<file path="src/rtl/reg_display_scan_ctrl_pkg.sv">
// Shared definitions for the register display scan path: conversion FSM states,
// digit index constants, and the active-low hex glyph table.
package reg_display_scan_ctrl_pkg;

    typedef enum logic [1:0] {
        ST_IDLE    = 2'd0,
        ST_CAPTURE = 2'd1,
        ST_SHIFT   = 2'd2,
        ST_COMMIT  = 2'd3
    } conv_state_t;

    localparam logic [1:0] DIG_UNITS = 2'd0;
    localparam logic [1:0] DIG_TENS  = 2'd1;
    localparam logic [1:0] DIG_HUNDS = 2'd2;
    localparam logic [1:0] DIG_ADDR  = 2'd3;

    localparam logic [6:0] SEG_BLANK = 7'b1111111;

    // Active-low glyphs, bit order {g,f,e,d,c,b,a}.
    function automatic logic [6:0] hex_to_seg(input logic [3:0] nib);
        logic [6:0] seg;
        case (nib)
            4'h0:    seg = 7'b1000000;
            4'h1:    seg = 7'b1111001;
            4'h2:    seg = 7'b0100100;
            4'h3:    seg = 7'b0110000;
            4'h4:    seg = 7'b0011001;
            4'h5:    seg = 7'b0010010;
            4'h6:    seg = 7'b0000010;
            4'h7:    seg = 7'b1111000;
            4'h8:    seg = 7'b0000000;
            4'h9:    seg = 7'b0010000;
            4'hA:    seg = 7'b0001000;
            4'hB:    seg = 7'b0000011;
            4'hC:    seg = 7'b1000110;
            4'hD:    seg = 7'b0100001;
            4'hE:    seg = 7'b0000110;
            4'hF:    seg = 7'b0001110;
            default: seg = SEG_BLANK;
        endcase
        return seg;
    endfunction

    // Double-dabble correction: every BCD nibble of 5 or more gets +3 before the shift.
    function automatic logic [11:0] bcd_adjust(input logic [11:0] bcd);
        logic [11:0] res;
        for (int i = 0; i < 3; i++) begin
            res[i*4 +: 4] = (bcd[i*4 +: 4] >= 4'd5) ? (bcd[i*4 +: 4] + 4'd3) : bcd[i*4 +: 4];
        end
        return res;
    endfunction

endpackage

</file>
<file path="src/rtl/reg_display_scan_ctrl_bin2bcd_seq.sv">
// Iterative 8-bit binary to 3-digit BCD converter; carries a tag (the source
// address) alongside the data so the result and its origin commit together.
module bin2bcd_seq
    import reg_display_scan_ctrl_pkg::*;
#(
    parameter int TAG_W = 4
) (
    input  logic             clk,
    input  logic             rst,
    input  logic             start,
    input  logic [7:0]       bin,
    input  logic [TAG_W-1:0] tag_in,
    output logic             busy,
    output logic             done,
    output logic [11:0]      bcd,
    output logic [TAG_W-1:0] tag_out
);

    conv_state_t      r_state;
    logic [7:0]       r_shift;
    logic [11:0]      r_bcd;
    logic [2:0]       r_cnt;
    logic [TAG_W-1:0] r_tag;
    logic             r_busy;
    logic             r_done;
    logic [11:0]      w_bcd_adj;

    assign w_bcd_adj = bcd_adjust(r_bcd);

    // Conversion FSM; a start seen in COMMIT chains straight into the next CAPTURE.
    always_ff @(posedge clk) begin
        if (rst) begin
            r_state <= ST_IDLE;
            r_shift <= 8'd0;
            r_bcd   <= 12'd0;
            r_cnt   <= 3'd0;
            r_tag   <= '0;
            r_busy  <= 1'b0;
            r_done  <= 1'b0;
        end else begin
            case (r_state)
                ST_IDLE: begin
                    r_done <= 1'b0;
                    if (start) begin
                        r_state <= ST_CAPTURE;
                        r_busy  <= 1'b1;
                    end
                end
                ST_CAPTURE: begin
                    r_shift <= bin;
                    r_tag   <= tag_in;
                    r_bcd   <= 12'd0;
                    r_cnt   <= 3'd0;
                    r_state <= ST_SHIFT;
                end
                ST_SHIFT: begin
                    r_bcd   <= {w_bcd_adj[10:0], r_shift[7]};
                    r_shift <= {r_shift[6:0], 1'b0};
                    r_cnt   <= r_cnt + 3'd1;
                    if (r_cnt == 3'd7) begin
                        r_state <= ST_COMMIT;
                        r_done  <= 1'b1;
                    end
                end
                ST_COMMIT: begin
                    r_done <= 1'b0;
                    if (start) begin
                        r_state <= ST_CAPTURE;
                    end else begin
                        r_state <= ST_IDLE;
                        r_busy  <= 1'b0;
                    end
                end
                default: begin
                    r_state <= ST_IDLE;
                    r_busy  <= 1'b0;
                    r_done  <= 1'b0;
                end
            endcase
        end
    end

    assign busy    = r_busy;
    assign done    = r_done;
    assign bcd     = r_bcd;
    assign tag_out = r_tag;

endmodule

</file>
<file path="src/rtl/reg_display_scan_ctrl.sv">
// 4-digit multiplexed 7-segment scanner for the register bank read port:
// address browse, BCD conversion requests and the digit/segment mux.
module reg_display_scan_ctrl
    import reg_display_scan_ctrl_pkg::*;
#(
    parameter int CLK_DIV     = 50000,
    parameter int DWELL_TICKS = 1000,
    parameter int ADDR_W      = 4
) (
    input  logic              clk,
    input  logic              rst,
    input  logic              auto_en,
    input  logic              step,
    output logic [ADDR_W-1:0] rd_addr,
    input  logic [7:0]        rd_data,
    output logic [3:0]        an,
    output logic [6:0]        seg,
    output logic              conv_busy
);

    localparam int PW = (CLK_DIV > 1) ? $clog2(CLK_DIV) : 1;
    localparam int DW = $clog2(DWELL_TICKS + 1);

    logic [PW-1:0]     r_presc;
    logic [1:0]        r_idx;
    logic [DW-1:0]     r_dwell;
    logic [ADDR_W-1:0] r_rd_addr;
    logic              r_pending;
    logic [11:0]       r_shown_bcd;
    logic [ADDR_W-1:0] r_shown_addr;
    logic              r_shown_valid;
    logic [3:0]        r_an;
    logic [6:0]        r_seg;

    logic              w_tick;
    logic [1:0]        w_idx_next;
    logic              w_dwell_end;
    logic              w_addr_inc;
    logic              w_req;
    logic              w_start;
    logic              w_busy;
    logic              w_done;
    logic              w_eng_ready;
    logic [11:0]       w_bcd;
    logic [ADDR_W-1:0] w_cap_addr;
    logic [11:0]       w_bcd_sel;
    logic [ADDR_W-1:0] w_addr_sel;
    logic              w_valid_next;
    logic [3:0]        w_digit;

    assign w_tick      = (r_presc == PW'(CLK_DIV - 1));
    assign w_idx_next  = w_tick ? (r_idx + 2'd1) : r_idx;
    assign w_dwell_end = w_tick && (r_dwell == DW'(DWELL_TICKS - 1));
    assign w_addr_inc  = auto_en ? w_dwell_end : step;
    assign w_req       = (w_tick && (r_idx == DIG_ADDR)) || w_addr_inc;
    assign w_start     = w_req || r_pending;
    assign w_eng_ready = !w_busy || w_done;

    // Prescaler, digit index, dwell counter and read address.
    always_ff @(posedge clk) begin
        if (rst) begin
            r_presc   <= '0;
            r_idx     <= DIG_UNITS;
            r_dwell   <= '0;
            r_rd_addr <= '0;
        end else begin
            r_presc <= w_tick ? '0 : (r_presc + PW'(1));
            r_idx   <= w_idx_next;
            if (!auto_en) begin
                r_dwell <= '0;
            end else if (w_dwell_end) begin
                r_dwell <= '0;
            end else if (w_tick) begin
                r_dwell <= r_dwell + DW'(1);
            end
            if (w_addr_inc) begin
                r_rd_addr <= r_rd_addr + ADDR_W'(1);
            end
        end
    end

    // A request the engine cannot take right now collapses into one pending flag.
    always_ff @(posedge clk) begin
        if (rst) begin
            r_pending <= 1'b0;
        end else if (w_start && w_eng_ready) begin
            r_pending <= 1'b0;
        end else if (w_req) begin
            r_pending <= 1'b1;
        end
    end

    bin2bcd_seq #(
        .TAG_W (ADDR_W)
    ) u_bcd (
        .clk     (clk),
        .rst     (rst),
        .start   (w_start),
        .bin     (rd_data),
        .tag_in  (r_rd_addr),
        .busy    (w_busy),
        .done    (w_done),
        .bcd     (w_bcd),
        .tag_out (w_cap_addr)
    );

    // Segment data is chosen from next-cycle index and values so a COMMIT
    // coinciding with a scan tick shows the fresh digit immediately.
    assign w_bcd_sel    = w_done ? w_bcd : r_shown_bcd;
    assign w_addr_sel   = w_done ? w_cap_addr : r_shown_addr;
    assign w_valid_next = r_shown_valid || w_done;

    // Digit value for the index that becomes active on the next clock.
    always_comb begin
        w_digit = 4'd0;
        case (w_idx_next)
            DIG_UNITS: w_digit = w_bcd_sel[3:0];
            DIG_TENS:  w_digit = w_bcd_sel[7:4];
            DIG_HUNDS: w_digit = w_bcd_sel[11:8];
            DIG_ADDR:  w_digit = 4'(w_addr_sel);
            default:   w_digit = 4'd0;
        endcase
    end

    // Committed display values and registered anode/segment drive.
    always_ff @(posedge clk) begin
        if (rst) begin
            r_shown_bcd   <= 12'd0;
            r_shown_addr  <= '0;
            r_shown_valid <= 1'b0;
            r_an          <= 4'b1111;
            r_seg         <= SEG_BLANK;
        end else begin
            if (w_done) begin
                r_shown_bcd   <= w_bcd;
                r_shown_addr  <= w_cap_addr;
                r_shown_valid <= 1'b1;
            end
            if (w_valid_next) begin
                r_an  <= ~(4'b0001 << w_idx_next);
                r_seg <= hex_to_seg(w_digit);
            end else begin
                r_an  <= 4'b1111;
                r_seg <= SEG_BLANK;
            end
        end
    end

    assign rd_addr   = r_rd_addr;
    assign an        = r_an;
    assign seg       = r_seg;
    assign conv_busy = w_busy;

endmodule

</file>
<file path="config.mk">
export PLATFORM = sky130hd
export DESIGN_NAME = reg_display_scan_ctrl
export DESIGN_NICKNAME = d
export VERILOG_FILES = /design/src/rtl/reg_display_scan_ctrl_pkg.sv /design/src/rtl/reg_display_scan_ctrl_bin2bcd_seq.sv /design/src/rtl/reg_display_scan_ctrl.sv
export SDC_FILE = /design/constraint.sdc
export NUM_CORES = 1
export LEC_CHECK = 0
export ABC_AREA = 0
export CORE_MARGIN = 5
export CORE_UTILIZATION = 50
export DETAILED_ROUTE_END_ITERATION = 6
export PLACE_DENSITY = 0.69
export SYNTH_ARGS = -nofsm -noshare
export SYNTH_HDL_FRONTEND = slang
export SYNTH_HIERARCHICAL = 1
export SYNTH_SLANG_ARGS = --single-unit
</file>
<file path="constraint.sdc">
create_clock -name clk -period 7.5 [get_ports clk]
set_clock_uncertainty 0.05 [all_clocks]
set_input_delay 1.5 -clock clk [delete_from_list [all_inputs] [get_ports clk]]
set_output_delay 1.5 -clock clk [all_outputs]
set_load 0.01 [all_outputs]
</file>
* Word level (Yosys, flattened, before mapping) *
Memories as Yosys holds them, arrays and structs flattened. A register that Yosys moved wholly into a read port is not among the register bits.
Cells that the tools add are included.
W data, S select, Z words.

word-level totals
  input bits = 12
  bits in registers = 85
  output and inout port bits = 16
  bits in latches = 0
  word-level logic and storage cells = 86
  memory bits (writable) = 0
  memory bits (read-only) = 112
  memories = 1

operators by class
  shift-type cells = 1
  order comparisons = 3
  bitwise gates (word level) = 3
  muxes and demuxes = 20
  reductions and logical operators = 21
  eq/ne operators = 13
  add/sub/neg operators = 8
  div/mod/pow operators = 0
  multipliers = 0

memory list
  name             depth  width  rd ports  clocked after memory_dff  write ports  line                             text
  (no name shown)  16     7      1         1                         0            reg_display_scan_ctrl_pkg.sv:22  case (nib)

operators with widths
  kind                     number
  $pmux W12 S2             1
  $add A16 B1 Y16 const B  1
  $eq A16 B16 Y1 const B   1
  $pmux W4 S4              1
  $pmux W8 S2              1
  $ge A4 B3 Y1 const B     3
  $mux W12                 1
  $mux W4                  3
  $add A10 B1 Y10 const B  1
  $eq A10 B10 Y1 const B   1
  $eq A2 B2 Y1 const B     5
  $add A4 B2 Y4 const B    2
  $pmux W2 S4              1
  $reduce_or A2 Y1         4
  $mux W2                  3
  $pmux W3 S2              1
  $reduce_bool A2 Y1       3
  $mux W1                  5
  $add A4 B1 Y4 const B    1
  $eq A2 B1 Y1 const B     2
  $logic_not A2 Y1         2
  $logic_or A1 B1 Y1       4
  $ne A2 B2 Y1 const B     2
  $not A4 Y4               1
  14 further kinds         19

* Logic depth before layout (Yosys ltp) *
  word-level depth = 7
  gate-level depth with buffers = 12

* Modules after synthesis *
The synthesis kept the hierarchy.

by module, submodules not included
  module                 instances  cells each  sequential area each (µm²)  area each (µm²)
  reg_display_scan_ctrl  1          309         1221.2                      3064.2
  bin2bcd_seq            1          159         620.6                       1576.5

* Least setup slack after synthesis *
No wires, ideal clock.

  path kind = flip-flop to flip-flop
  start = register r_idx[1]
  end = register r_seg[1], in the netlist seg[1]
  arrival = 2.680 ns
  cell stages (with the launch flop) = 10
  slack = 4.648 ns
  setup time = 0.122 ns
  path through = dfxtp_1 ha_1 clkbuf_1 mux4_2 mux4_2 inv_1 ha_1 or4bb_1 o211ai_1 a311o_1

on the way
  word-level cells in the longest chain between the ends = 4

ends and longest elaborated chain
  item                                        line                          text
  start: declaration                          reg_display_scan_ctrl.sv:25   logic [1:0] r_idx;
  start signal: assignment                    reg_display_scan_ctrl.sv:68   r_idx <= w_idx_next;
  $add A2 B1 Y2                               reg_display_scan_ctrl.sv:52   assign w_idx_next = w_tick ? (r_idx + 2'd1) : r_idx;
  $mux W2 *                                   reg_display_scan_ctrl.sv:52
  $eq A2 B2 Y1, or another cell as far along  reg_display_scan_ctrl.sv:116  case (w_idx_next)
  $pmux W4 S4 *                               reg_display_scan_ctrl.sv:116
  end: declaration                            reg_display_scan_ctrl.sv:33   logic [6:0] r_seg;

Every way passes the cells marked *; elsewhere a longest branch is shown, timed or not.
A chain may end at the register's enable or synchronous reset.

* Final worst setup path *
  start = register r_idx[0]
  end = register r_seg[1], in the netlist seg[1]

Same word-level chain as after synthesis.

==> results by group <==
Status
  – Run status: completed

CTS
  – Number of buffers added to fix hold violations after cts: 0
  – Maximum clock path buffer count: 2
  – Clock root buffer: clkbuf_8
  – Total number of clock tree sinks: 92
  – CTS tree: built
  – Number of buffers created by CTS: 9
  – Number of levels in the clock H-tree: 3
  – Post CTS Setup Buffer Count: 0
  – Source-to-sink clock delay at the later pin of the worst-skew pair: 360 ps
  – # resized after CTS: 0
  – Post-CTS clock slew at the launch and capture registers of the worst setup and hold paths: 90 ps

Power
  – Internal portion of total power: 776.0 uW
  – LEAKAGE: 0.001859 uW
  – Net switching fraction of the power: 0.2937
  – Combinational fraction of design power: 0.211
  – Sequential Power Share: 0.485
  – Pwr Density: 214.9 nW/um^2
  – Maximum VDD drop: 0.1416 mV
  – PnR Total Power: 1099 uW
  – Switching power total: 322.6 uW
  – Clock share of power: 0.304

Route
  – Vias: 3,289
  – Detailed Route WL: 8.292 mm
  – Post-detailed-route DRC marker count: 0
  – Starting DRT DRC Count: 149
  – Post-route ant nets: 0
  – Mean number of vias per cell: 5.500
  – Count of TritonRoute iterations in the first routing pass: 4
  – Post-DR wirelength/cell: 13.87 um

Yosys
  – Async SR Flop Fraction: 0
  – Gate Count Post-Synth: 468
  – Most common cell in the netlist: dfxtp_1
  – Yosys warning count: 6
  – Unique cell type count in the Yosys netlist: 55
  – Biggest area consumer among synthesized cells: dfxtp_1
  – Top area cells in the synthesized netlist: dfxtp_1, mux2i_1, ha_1
  – Post-synthesis net count: 503
  – Area of the mapped netlist: 4641 sq um
  – Sequential fraction of the synthesis area: 0.3969
  – Number of enable-type register cells in the synthesized netlist: 0
  – Top cells by instance count after synthesis: dfxtp_1, nor2_1, mux2i_1, nand2_1, ha_1
  – #FFs+latches synth: 92
  – Post-Synthesis Mean Instance Area: 9.916 sq um
  – Post-synth top area share: 0.3969
  – Main flop type after synthesis: dfxtp_1

STA
  – Unrepaired setup endpoints after global routing: false
  – Slew margin rel.: 0.3891
  – Max-slew violation count: 0
  – Final Critical Period: 3361 ps
  – Slew at the pin with the worst max-slew slack: 890.9 ps
  – Max frequency: 0.2975 GHz
  – # setup viols final: 0
  – Final Cycle Share: 0.4481
  – Sum of negative setup slack: 0 ps
  – Final hold viol count: 0

Worst hold path
  – Classification of the worst-slack hold path: reg -> reg
  – Startpoint of the most critical hold path: r_presc[0]

Flow run
  – Number of maximum-capacitance constraint violations: 0

Critical path
  – Crit Path Max Fanout: 19
  – Startpoint of the most critical setup path: r_idx[0]
  – Signal arrival time at the worst endpoint: 3560 ps
  – Critical register-to-register path startpoint: r_idx[0]
  – Critical path startpoint category: flip-flop
  – Critical path class: reg -> reg
  – Kind of end point of the critical path: flip-flop
  – Critical path data required time: 7700 ps

Die
  – Core footprint: 9153 sq um
  – Die outline height: 106.3 um
  – DIE AREA: 11,310 sq um
  – Placement row count: 35
  – Initial Utilization: 0.5070
  – Number of top-level design ports: 28
  – Chip Width: 106.3 um

GRT
  – Global-route wire length before repair: 14.15 mm
  – Total GRT Usage: 0.1526
  – Antenna violations before repair: 0
  – Overflow left after global routing: 0
  – Via count of the first global-routing pass: 3,095
  – Pin count of the biggest net entering global routing: 54

Finish
  – Finished Core Util: 0.5586
  – Share of post-route cells with drive strength above 1: 0.07803
  – Number of nets at the end of the flow: 517
  – Area Growth Syn to Fin: 10.16%
  – Filler Cells Inserted: 817
  – Ant. Diodes: 0

Place
  – PortBufs: 27
  – GP Congestion: 0.7786
  – Post-DP HPWL: 5.845 mm
sequential cells by signal, summed over array words and instances, names as in the netlist, 2 cells and up:
name           cells
rd_addr            4
r_shown_bcd       12
an                 4
u_bcd/r_state      2
r_presc           16
u_bcd/bcd         12
u_bcd/r_shift      8
r_shown_addr       4
r_dwell           10
seg                7
r_idx              2
u_bcd/tag_out      4
u_bcd/r_cnt        3
stage by stage:
step / hold WS (ps) / instance area (sq um) / setup slack, ps / std cells
after floorplan: 363.2 / 4641 / 4648 / 468
after global placement: 372.1 / 4912 / 4140 / 582
after detailed placement: 389.2 / 4912 / 4044 / 582
after CTS: 400.7 / 5112 / 4140 / 598
after global routing: 422.8 / 5112 / 3958 / 598
final: 401.6 / 5112 / 4139 / 598
power groups by stage:
stage	Clock, uW	Combinational [uW]	Sequential [uW]
6_report	334	232	533
2_1_floorplan	0	199	541
5_1_grt	368	255	537
4_1_cts	347	232	533
3_5_place_dp	0	231	545
3_3_place_gp	0	225	543
critical path: stages, from the launching register on:
cell and delay (ps):
dfxtp_1 750, ha_1 500, mux4_2 350, mux4_2 550
inv_1 150, ha_1 270, or4bb_1 170, o211ai_1 90
a311o_1 360
cell families (layout without fill, tap and decap cells):
kind of cell             after synthesis  count (layout)  share of synthesized area
flip-flops                            92              92                     0.3969
buffers and inverters                 40              59                    0.04314
adder cells (fa/ha/maj)               23              23                    0.06201
multiplexers                          55              55                     0.1618
AND/OR/NAND/NOR                      163             163                     0.1744
XOR/XNOR                              29              29                    0.05473
AO/OA/AOI/OAI                         66              66                     0.1070
path summary, 6_finish.rpt:
kind,to,slack [ps],depth (start not counted)
worst max-delay path,seg[1],4140,8
worst min-delay path,r_presc[0],400,1
worst max register to register,seg[1],4140,8
worst min register to register,r_presc[0],400,1
cell usage in the layout, fill, tap and decap left out, types with 3 or more instances in the layout:
cell type and instances:
a211oi_1 8, a21oi_1 12, a21oi_4 3, a22o_1 8
a32oi_1 3, and3_1 9, clkbuf_8 10, clkdlybuf4s50_1 26
clkinv_2 3, dfxtp_1 92, ha_1 23, inv_1 14
mux2_2 3, mux2i_1 38, mux4_1 8, mux4_2 5
nand2_1 24, nand2b_1 14, nand3_1 14, nand4_1 7
nor2_1 73, nor2b_1 4, o21ai_0 7, o21ai_1 4
o221ai_1 3, o31ai_1 3, or3_1 3, xnor2_1 15
xor2_1 14
cell type report:
class / instances / area (sq um) / share of cell area
Tap cell: 111 / 138.9 / 0.02717
Multi-Input combinational cell: 336 / 2599 / 0.5083
Timing Repair Buffer: 29 / 280.3 / 0.05482
Inverter: 14 / 52.55 / 0.01028
Sequential cell: 92 / 1842 / 0.3603
Clock inverter: 6 / 62.56 / 0.01224
Clock buffer: 10 / 137.6 / 0.02692
per-layer routing:
layer,wire length [um],share of wire,GRT usage
met1,4085,0.49,0.2031
met3,284,0.034,0.03825
met4,65,0.0078,0.03978
met5,0,0,0
met2,3856,0.47,0.2475
(Power assumes the default switching activity.)
